--- src/rtl/hazard_pkg.sv ---
// Shared types and constants for the pipeline hazard controller.
package hazard_pkg;

    localparam int unsigned HZ_RA_W   = 5;
    localparam int unsigned HZ_X0_IDX = 0;
    localparam int unsigned HZ_CNT_W  = 2;
    localparam int unsigned HZ_ST_W   = 2;

    typedef enum logic [HZ_ST_W-1:0] {
        ST_RUN      = 2'd0,
        ST_LD_WAIT  = 2'd1,
        ST_MDU_WAIT = 2'd2
    } hz_state_t;

endpackage

--- src/rtl/gen_en_dff.sv ---
// Generic enabled register with synchronous active-high reset.
module gen_en_dff #(
    parameter int unsigned     W       = 1,
    parameter logic [W-1:0]    RST_VAL = '0
) (
    input  logic         clk,
    input  logic         rst,
    input  logic         i_en,
    input  logic [W-1:0] i_d,
    output logic [W-1:0] o_q
);

    // Capture on enable, reset to RST_VAL.
    always_ff @(posedge clk) begin
        if (rst) begin
            o_q <= RST_VAL;
        end else if (i_en) begin
            o_q <= i_d;
        end
    end

endmodule

--- src/rtl/hazard_fwd_match.sv ---
// Per-source forwarding match: youngest-stage one-hot select and stage-0 hit.
module hazard_fwd_match
    import hazard_pkg::*;
#(
    parameter int unsigned FWD_STAGES = 2,
    parameter int unsigned RA_W       = HZ_RA_W
) (
    input  logic [RA_W-1:0]            i_rs_addr,
    input  logic                       i_rs_ren,
    input  logic [FWD_STAGES*RA_W-1:0] i_rd_addr,
    input  logic [FWD_STAGES-1:0]      i_rd_wen,
    output logic [FWD_STAGES-1:0]      o_sel_c,
    output logic                       o_hit0_c
);

    localparam logic [RA_W-1:0] X0_ADDR = RA_W'(HZ_X0_IDX);

    logic [FWD_STAGES-1:0] w_hit;
    logic                  w_src_live;

    // x0 is hardwired zero and never forwards.
    assign w_src_live = i_rs_ren && (i_rs_addr != X0_ADDR);

    genvar gk;
    for (gk = 0; gk < FWD_STAGES; gk++) begin : g_stage
        assign w_hit[gk] = w_src_live && i_rd_wen[gk]
                           && (i_rd_addr[gk*RA_W +: RA_W] == i_rs_addr);
    end

    // Lowest set bit isolates the youngest matching stage.
    assign o_sel_c  = w_hit & (~w_hit + FWD_STAGES'(1));
    assign o_hit0_c = w_hit[0];

endmodule

--- src/rtl/hazard_ctrl.sv ---
// Pipeline hazard controller: forwarding selects, load-use and MDU stall
// sequencing, redirect flushes. Optional MDU wait support: HAZARD_MDU_EN.
module hazard_ctrl
    import hazard_pkg::*;
#(
    parameter int unsigned NUM_SRC    = 2,
    parameter int unsigned FWD_STAGES = 2,
    parameter int unsigned LOAD_LAT   = 1,
    parameter int unsigned RA_W       = HZ_RA_W
) (
    input  logic                          clk,
    input  logic                          rst,
    input  logic [NUM_SRC*RA_W-1:0]       id_rs_addr,
    input  logic [NUM_SRC-1:0]            id_rs_ren,
    input  logic [FWD_STAGES*RA_W-1:0]    fwd_rd_addr,
    input  logic [FWD_STAGES-1:0]         fwd_rd_wen,
    input  logic                          ex_is_load,
    input  logic                          ex_jump,
    input  logic                          ex_mdu_start,
    input  logic                          mdu_done,
    output logic [NUM_SRC*FWD_STAGES-1:0] ex_fwd_sel,
    output logic                          stall_f,
    output logic                          stall_d,
    output logic                          stall_e,
    output logic                          flush_d,
    output logic                          flush_e,
    output logic                          bubble_m
);

    localparam int unsigned CNT_W  = HZ_CNT_W;
    localparam int unsigned SEL_W  = NUM_SRC * FWD_STAGES;
    localparam logic [CNT_W-1:0] LD_INIT = CNT_W'(LOAD_LAT - 1);

    logic [SEL_W-1:0]   w_id_sel;
    logic [NUM_SRC-1:0] w_hit0;
    logic               w_any_hit0;
    logic               w_post_rst;
    logic               w_mask;
    logic [HZ_ST_W-1:0] w_state_q;
    hz_state_t          w_state;
    hz_state_t          w_nxt_state;
    logic [CNT_W-1:0]   w_cnt;
    logic [CNT_W-1:0]   w_nxt_cnt;
    logic [CNT_W-1:0]   w_cnt_dec;
    logic               w_sel_en;
    logic [SEL_W-1:0]   w_sel_d;

    // One matcher per source operand.
    genvar gi;
    for (gi = 0; gi < NUM_SRC; gi++) begin : g_src
        hazard_fwd_match #(
            .FWD_STAGES (FWD_STAGES),
            .RA_W       (RA_W)
        ) u_match (
            .i_rs_addr (id_rs_addr[gi*RA_W +: RA_W]),
            .i_rs_ren  (id_rs_ren[gi]),
            .i_rd_addr (fwd_rd_addr),
            .i_rd_wen  (fwd_rd_wen),
            .o_sel_c   (w_id_sel[gi*FWD_STAGES +: FWD_STAGES]),
            .o_hit0_c  (w_hit0[gi])
        );
    end

    assign w_any_hit0 = |w_hit0;
    assign w_state    = hz_state_t'(w_state_q);
    assign w_cnt_dec  = w_cnt - CNT_W'(1);

    // Flags the first cycle after reset so control outputs stay quiet there.
    gen_en_dff #(.W(1), .RST_VAL(1'b1)) u_post_rst (
        .clk  (clk),
        .rst  (rst),
        .i_en (1'b1),
        .i_d  (1'b0),
        .o_q  (w_post_rst)
    );

    assign w_mask = rst | w_post_rst;

    // FSM state register.
    gen_en_dff #(.W(HZ_ST_W), .RST_VAL(ST_RUN)) u_state (
        .clk  (clk),
        .rst  (rst),
        .i_en (1'b1),
        .i_d  (w_nxt_state),
        .o_q  (w_state_q)
    );

    // Load-use bubble counter.
    gen_en_dff #(.W(CNT_W), .RST_VAL('0)) u_cnt (
        .clk  (clk),
        .rst  (rst),
        .i_en (1'b1),
        .i_d  (w_nxt_cnt),
        .o_q  (w_cnt)
    );

    // Next-state and same-cycle stall/flush controls.
    always_comb begin
        w_nxt_state = w_state;
        w_nxt_cnt   = w_cnt;
        stall_f     = 1'b0;
        stall_d     = 1'b0;
        stall_e     = 1'b0;
        flush_d     = 1'b0;
        flush_e     = 1'b0;
        bubble_m    = 1'b0;
        if (!w_mask) begin
            case (w_state)
                ST_RUN: begin
                    if (ex_jump) begin
                        flush_d   = 1'b1;
                        flush_e   = 1'b1;
                        w_nxt_cnt = '0;
                    end else if (ex_is_load && w_any_hit0) begin
                        stall_f = 1'b1;
                        stall_d = 1'b1;
                        flush_e = 1'b1;
                        if (LOAD_LAT > 1) begin
                            w_nxt_state = ST_LD_WAIT;
                            w_nxt_cnt   = LD_INIT;
                        end
                    end
`ifdef HAZARD_MDU_EN
                    else if (ex_mdu_start && !mdu_done) begin
                        stall_f     = 1'b1;
                        stall_d     = 1'b1;
                        stall_e     = 1'b1;
                        bubble_m    = 1'b1;
                        w_nxt_state = ST_MDU_WAIT;
                    end
`endif
                end
                ST_LD_WAIT: begin
                    if (ex_jump) begin
                        flush_d     = 1'b1;
                        flush_e     = 1'b1;
                        w_nxt_state = ST_RUN;
                        w_nxt_cnt   = '0;
                    end else begin
                        stall_f   = 1'b1;
                        stall_d   = 1'b1;
                        flush_e   = 1'b1;
                        w_nxt_cnt = w_cnt_dec;
                        if (w_cnt_dec == '0) begin
                            w_nxt_state = ST_RUN;
                        end
                    end
                end
`ifdef HAZARD_MDU_EN
                ST_MDU_WAIT: begin
                    if (mdu_done) begin
                        w_nxt_state = ST_RUN;
                    end else begin
                        stall_f  = 1'b1;
                        stall_d  = 1'b1;
                        stall_e  = 1'b1;
                        bubble_m = 1'b1;
                    end
                end
`endif
                default: begin
                    w_nxt_state = ST_RUN;
                    w_nxt_cnt   = '0;
                end
            endcase
        end
    end

`ifndef HAZARD_MDU_EN
    logic w_unused_mdu;
    assign w_unused_mdu = ex_mdu_start ^ mdu_done;
`endif

    // Execute-stage forward select: clear on flush, hold on stall.
    assign w_sel_en = flush_e | ~stall_e;
    assign w_sel_d  = flush_e ? '0 : w_id_sel;

    gen_en_dff #(.W(SEL_W), .RST_VAL('0)) u_ex_sel (
        .clk  (clk),
        .rst  (rst),
        .i_en (w_sel_en),
        .i_d  (w_sel_d),
        .o_q  (ex_fwd_sel)
    );

endmodule

--- config.mk ---
export PLATFORM = sky130hd
export DESIGN_NAME = hazard_ctrl
export DESIGN_NICKNAME = d
export VERILOG_FILES = /design/src/rtl/hazard_pkg.sv /design/src/rtl/gen_en_dff.sv /design/src/rtl/hazard_fwd_match.sv /design/src/rtl/hazard_ctrl.sv
export SDC_FILE = /design/constraint.sdc
export NUM_CORES = 1
export LEC_CHECK = 0
export BUFFER_PORTS_ARGS = -buffer_cell sky130_fd_sc_hd__buf_2
export CAP_MARGIN = 20
export CORE_MARGIN = 2
export CORE_UTILIZATION = 35
export DETAILED_ROUTE_END_ITERATION = 10
export MAX_ROUTING_LAYER = met4
export PLACE_DENSITY = 0.81
export SKIP_CTS_REPAIR_TIMING = 1
export SKIP_LAST_GASP = 1
export SYNTH_ARGS = -nofsm -noshare
export SYNTH_HDL_FRONTEND = slang
export SYNTH_SLANG_ARGS = --single-unit
export TNS_END_PERCENT = 20
--- constraint.sdc ---
create_clock -name clk -period 1.89 [get_ports clk]
set_input_delay 0 -clock clk [delete_from_list [all_inputs] [get_ports clk]]
set_output_delay 0 -clock clk [all_outputs]
set_load 0.1 [all_outputs]
Word-level counts from Yosys, hierarchy flattened
Index checks and enable logic that the tools add are counted.
W data, S select, Z words.

cells by class
  $lt $le $gt $ge = 0
  equal/unequal tests = 7
  shift operators = 0
  add/sub/neg operators = 3
  reduce and logical (&&, ||, !) cells = 20
  multipliers = 0
  divide/modulo/power cells = 0
  bitwise logic cells = 7
  multiplexer cells = 18

operators by type and width
  cell                   number
  $eq A5 B5 Y1           4
  $logic_and A1 B1 Y1    11
  $mux W1                10
  $reduce_bool A5 Y1     2
  $mux W2                4
  $pmux W2 S2            2
  $reduce_or A2 Y1       3
  $add A2 B1 Y2 const B  2
  $and A2 B2 Y2          2
  $logic_not A2 Y1       2
  $not A2 Y2             2
  $pmux W1 S2            2
  $ne A3 B3 Y1 const B   1
  $reduce_and A3 Y1      1
  $eq A2 B1 Y1 const B   1
  $ne A2 B2 Y1 const B   1
  $not A1 Y1             2
  $reduce_and A2 Y1      1
  $sub A2 B1 Y2 const B  1
  $or A1 B1 Y1           1

word-level totals
  ROM bits = 0
  flip-flop bits (word level) = 9
  RAM bits = 0
  word-level logic and storage cells = 59
  input port bits = 30
  latch bits = 0
  memories kept = 0

Depth between registers and ports, before layout
  word-level depth = 11
  depth in mapped cells = 6

Hierarchy
From an unflattened synthesis, not the netlist that was laid out.

unflattened totals
  cell total of the unflattened synthesis = 103
  area, all modules = 873.3 µm²

modules (own cells, without submodules)
  module                    cells an instance  instances  area an instance (µm²)
  hazard_fwd_match          19                 2          152.6
  hazard_ctrl               37                 1          257.7
  gen_en_dff at u_ex_sel    13                 1          140.1
  gen_en_dff at u_cnt ...   6                  2          67.6
  gen_en_dff at u_post_rst  3                  1          35.0

Least setup slack after synthesis
Ideal clock, no wire load.

  kind = reg-to-output
  start point = register u_post_rst.o_q
  end point = output flush_e
  arrival = 3.550 ns
  setup slack = -1.660 ns
  cell stages (with the launch flop) = 3
  data required time = 1.890 ns
  path buffers = 0
  path through = dfxtp_1 nor3b_1 nand2b_1

on the way
  cells in the longest elaborated chain, start to end = 2

ends and longest elaborated chain
  element                   line                text
  start: declaration        gen_en_dff.sv:10    output logic [W-1:0] o_q
  start signal: assignment  gen_en_dff.sv:18    o_q <= i_d;
  $or A1 B1 Y1              hazard_ctrl.sv:77   assign w_mask = rst | w_post_rst;
  $mux W1                   hazard_ctrl.sv:107  if (!w_mask) begin
  end: declaration          hazard_ctrl.sv:26   output logic flush_e,

No other way between the ends.

Worst setup path after layout
  start point = input rst
  end point = register u_ex_sel.o_q[3]

on the way
  cells in the longest elaborated chain, start to end = 3

ends and longest elaborated chain
  element                       line                text
  start: declaration            hazard_ctrl.sv:12   input logic rst,
  $or A1 B1 Y1                  hazard_ctrl.sv:77
  $mux W1                       hazard_ctrl.sv:107
  $reduce_or A2 Y1 (no line) *  --
  end signal: assignment        gen_en_dff.sv:18
  end: declaration              gen_en_dff.sv:10

Mark *: on every way between the ends. The rest lies on a longest branch, timed or not.
A chain may end at the register's enable or synchronous reset.

==> results.py <==
metrics = {
    "logic_synthesis": {
        "synth_common_cells": "xnor2_1, xor2_1, dfxtp_1",
        "synth.most_common_cell": "xnor2_1",
        "synth_cells": 55,
        "synthTopCellsByArea": "xnor2_1, dfxtp_1, xor2_1, a2111oi_4, buf_4",
        "yosysTopAreaCell": "xnor2_1",
        "ys_seq_elements": 5,
        "ys.flop_type": "dfxtp_1",
        "yosys_warnings": 0,
        "synthArstFlopShare_pct": 0,
        "ys_types": 24,
        "yosysTopAreaCellShare_pct": 24.0,
        "syn_area_per_cell_um2": 9.30,
        "synth-edff-count": 0,
        "ys_seq_area_share_pct": 19.6,
        "netlist_area_um2": 512,
    },
    "drt": {
        "detail-route-antenna-nets": 0,
        "routedWlPerCell_um": 11.5,
        "drtPass1Iterations": 2,
        "vias_per_cell": 4.94,
        "wirelength_um": 1260,
        "drc_errors": 0,
        "vias": 539,
        "drt_iter0_drc": 3,
    },
    "pwr": {
        "power_leakage_nw": 0.332,
        "peakVddDrop_v": 0.000212,
        "power.density_nw_per_um2": 475,
        "finalPower_uw": 379,
    },
    "critical_path": {
        "path_buf_inv": 2,
        "end_kind": "flip-flop",
        "critPathRequiredTime_ns": 2.05,
        "path_delay_family": "simple AND/OR/NAND/NOR gates",
        "reg2reg_to": "u_ex_sel.o_q[3]",
        "crit_arrival_ns": 1.79,
        "critPathKind": "input port to flip-flop",
        "r2r_start": "u_post_rst.o_q",
        "r2r_slack_ns": 0.28,
        "r2r_cells": 5,
        "start_kind": "input port",
        "critPathMaxStageDelay_ns": 0.53,
        "cpMaxStageDelayCell": "dlygate4sd3_1",
        "crit_fanout": 5,
        "worstPathCellList": "dlygate4sd3_1, buf_2, nor3b_1, nand4_1, or4_1, a211oi_1",
    },
    "worst_hold_path": {
        "whs_endpoint": "u_ex_sel.o_q[1]",
        "min_path_cells": 3,
        "min_from": "id_rs_ren[0]",
        "hp-class": "input port to flip-flop",
    },
    "global_route": {
        "track_usage_pct": 14.9,
        "grt_overflow": 0,
        "grt_pass1_wl_um": 2010,
        "grt_max_degree": 6,
        "antenna_found_initial": 0,
        "grt_pass1_vias": 531,
    },
    "sta": {
        "hold_viol": 0,
        "finalCriticalPeriod_ns": 1.63,
        "skew_ns": 0.00153,
        "fin_hold_ws_ns": 0.0480,
        "setup_ws_ns": 0.256,
        "rsz0062_at_grt": "false",
        "slew_viol_final": 0,
        "timing.final.crit_share_pct": 86.5,
        "fin_setup_tns_ns": 0,
        "finalSetupViolCount": 0,
        "max_freq_mhz": 612,
    },
    "cells_and_area": {
        "stdcell_count": 109,
        "final_area_um2": 797,
        "layout.nets": 125,
        "synthToLayoutAreaGrowth_pct": 55.7,
        "antenna_cells": 0,
        "n_fill_cell": 129,
        "drive_above_1_share_pct": 53.2,
        "final_util_pct": 59.8,
    },
    "clock_tree": {
        "cts.sinks": 5,
        "root_buffer": "clkbuf_4",
        "cts.clk_slew.worst_paths_ns": 0.04,
        "clk_path_buf_depth": 2,
        "cts_tree": "done",
        "numCtsBuffers": 3,
        "clock_latency_ns": 0.24,
        "htreeDepth": 1,
    },
    "placement": {
        "hpwl_um": 1150,
        "place_ws_ns": 0.277,
        "place.gp.congestion": 0.785,
        "dpl.cell_count": 104,
        "io_buffer_count": 35,
        "dpl_cell_area_um2": 761,
    },
    "die": {
        "die_h_um": 42.2,
        "die_x_um": 42.2,
        "design.die.area_um2": 1780,
        "rows": 13,
        "ios": 40,
        "initial_utilization_pct": 38.4,
        "core_um2": 1330,
    },
    "job": {
        "cap_violations": 0,
    },
    "outcome": {
        "status": "finished clean",
    },
}
worst max-delay path by stage:
stage,startpoint,depth (start not counted),end,slack [ns]
2_1_floorplan,u_post_rst.o_q,4,stall_f,-0.08
3_3_place_gp,u_post_rst.o_q,5,u_ex_sel.o_q[3],0.33
3_5_place_dp,u_post_rst.o_q,5,u_ex_sel.o_q[3],0.28
4_1_cts,u_post_rst.o_q,5,u_ex_sel.o_q[3],0.28
5_1_grt,rst,6,u_ex_sel.o_q[3],0.14
6_report,rst,6,u_ex_sel.o_q[3],0.26
area by class of cell:
class	count	area (µm²)	share of cell area (%)
clock buffers	4	26.3	3.30
repair buffers	37	238	29.8
well taps	15	18.8	2.35
flip-flops and latches	5	100	12.6
multi-input cells	48	414	52.0
kinds of logic after synthesis:
| kind of cell | count (synthesis) | synth area share, % |
|---|---|---|
| compound gates | 5 | 12.7 |
| xor+xnor | 20 | 34.2 |
| buf+inv | 3 | 4.40 |
| flops | 5 | 19.6 |
| other cells | 1 | 0.733 |
| simple gates | 21 | 28.4 |
report_power, final:
part | switching [mW] | internal [mW] | leakage [nW]
logic | 0.0873 | 0.0626 | 0.277
registers | 0.00137 | 0.107 | 0.0407
clock network | 0.0404 | 0.0796 | 0.0150
total | 0.129 | 0.250 | 0.332
placed cells by master, fill, tap and decap left out, types with 2 or more instances in the layout:
cell type and count:
buf_2 32, xnor2_1 14, xor2_1 6, dfxtp_1 5, nand4_1 3, clkbuf_4 3, buf_12 3, or4_4 2
nand2_1 2, nor3_2 2, nor3b_1 2, conb_1 2
flip-flops by register name, summed over array words and instances, names as in the netlist:
name and count:
u_ex_sel.o_q 4, u_post_rst.o_q 1
tightest hold or removal path: cells and delay by family:
kind / cells / cell delay [ns]
compound gates: 2 / 0.12
buf+inv: 1 / 0.11
per-layer routing:
layer | track usage [%] | share of wire [%] | vias up
li1 | - | - | 266
met1 | 12.6 | 34 | 236
met2 | 29.5 | 54 | 35
met3 | 4.74 | 11 | 2
met4 | 5.63 | 0.72 | 0
met5 | - | 0 | -
(Power assumes the default switching activity.)
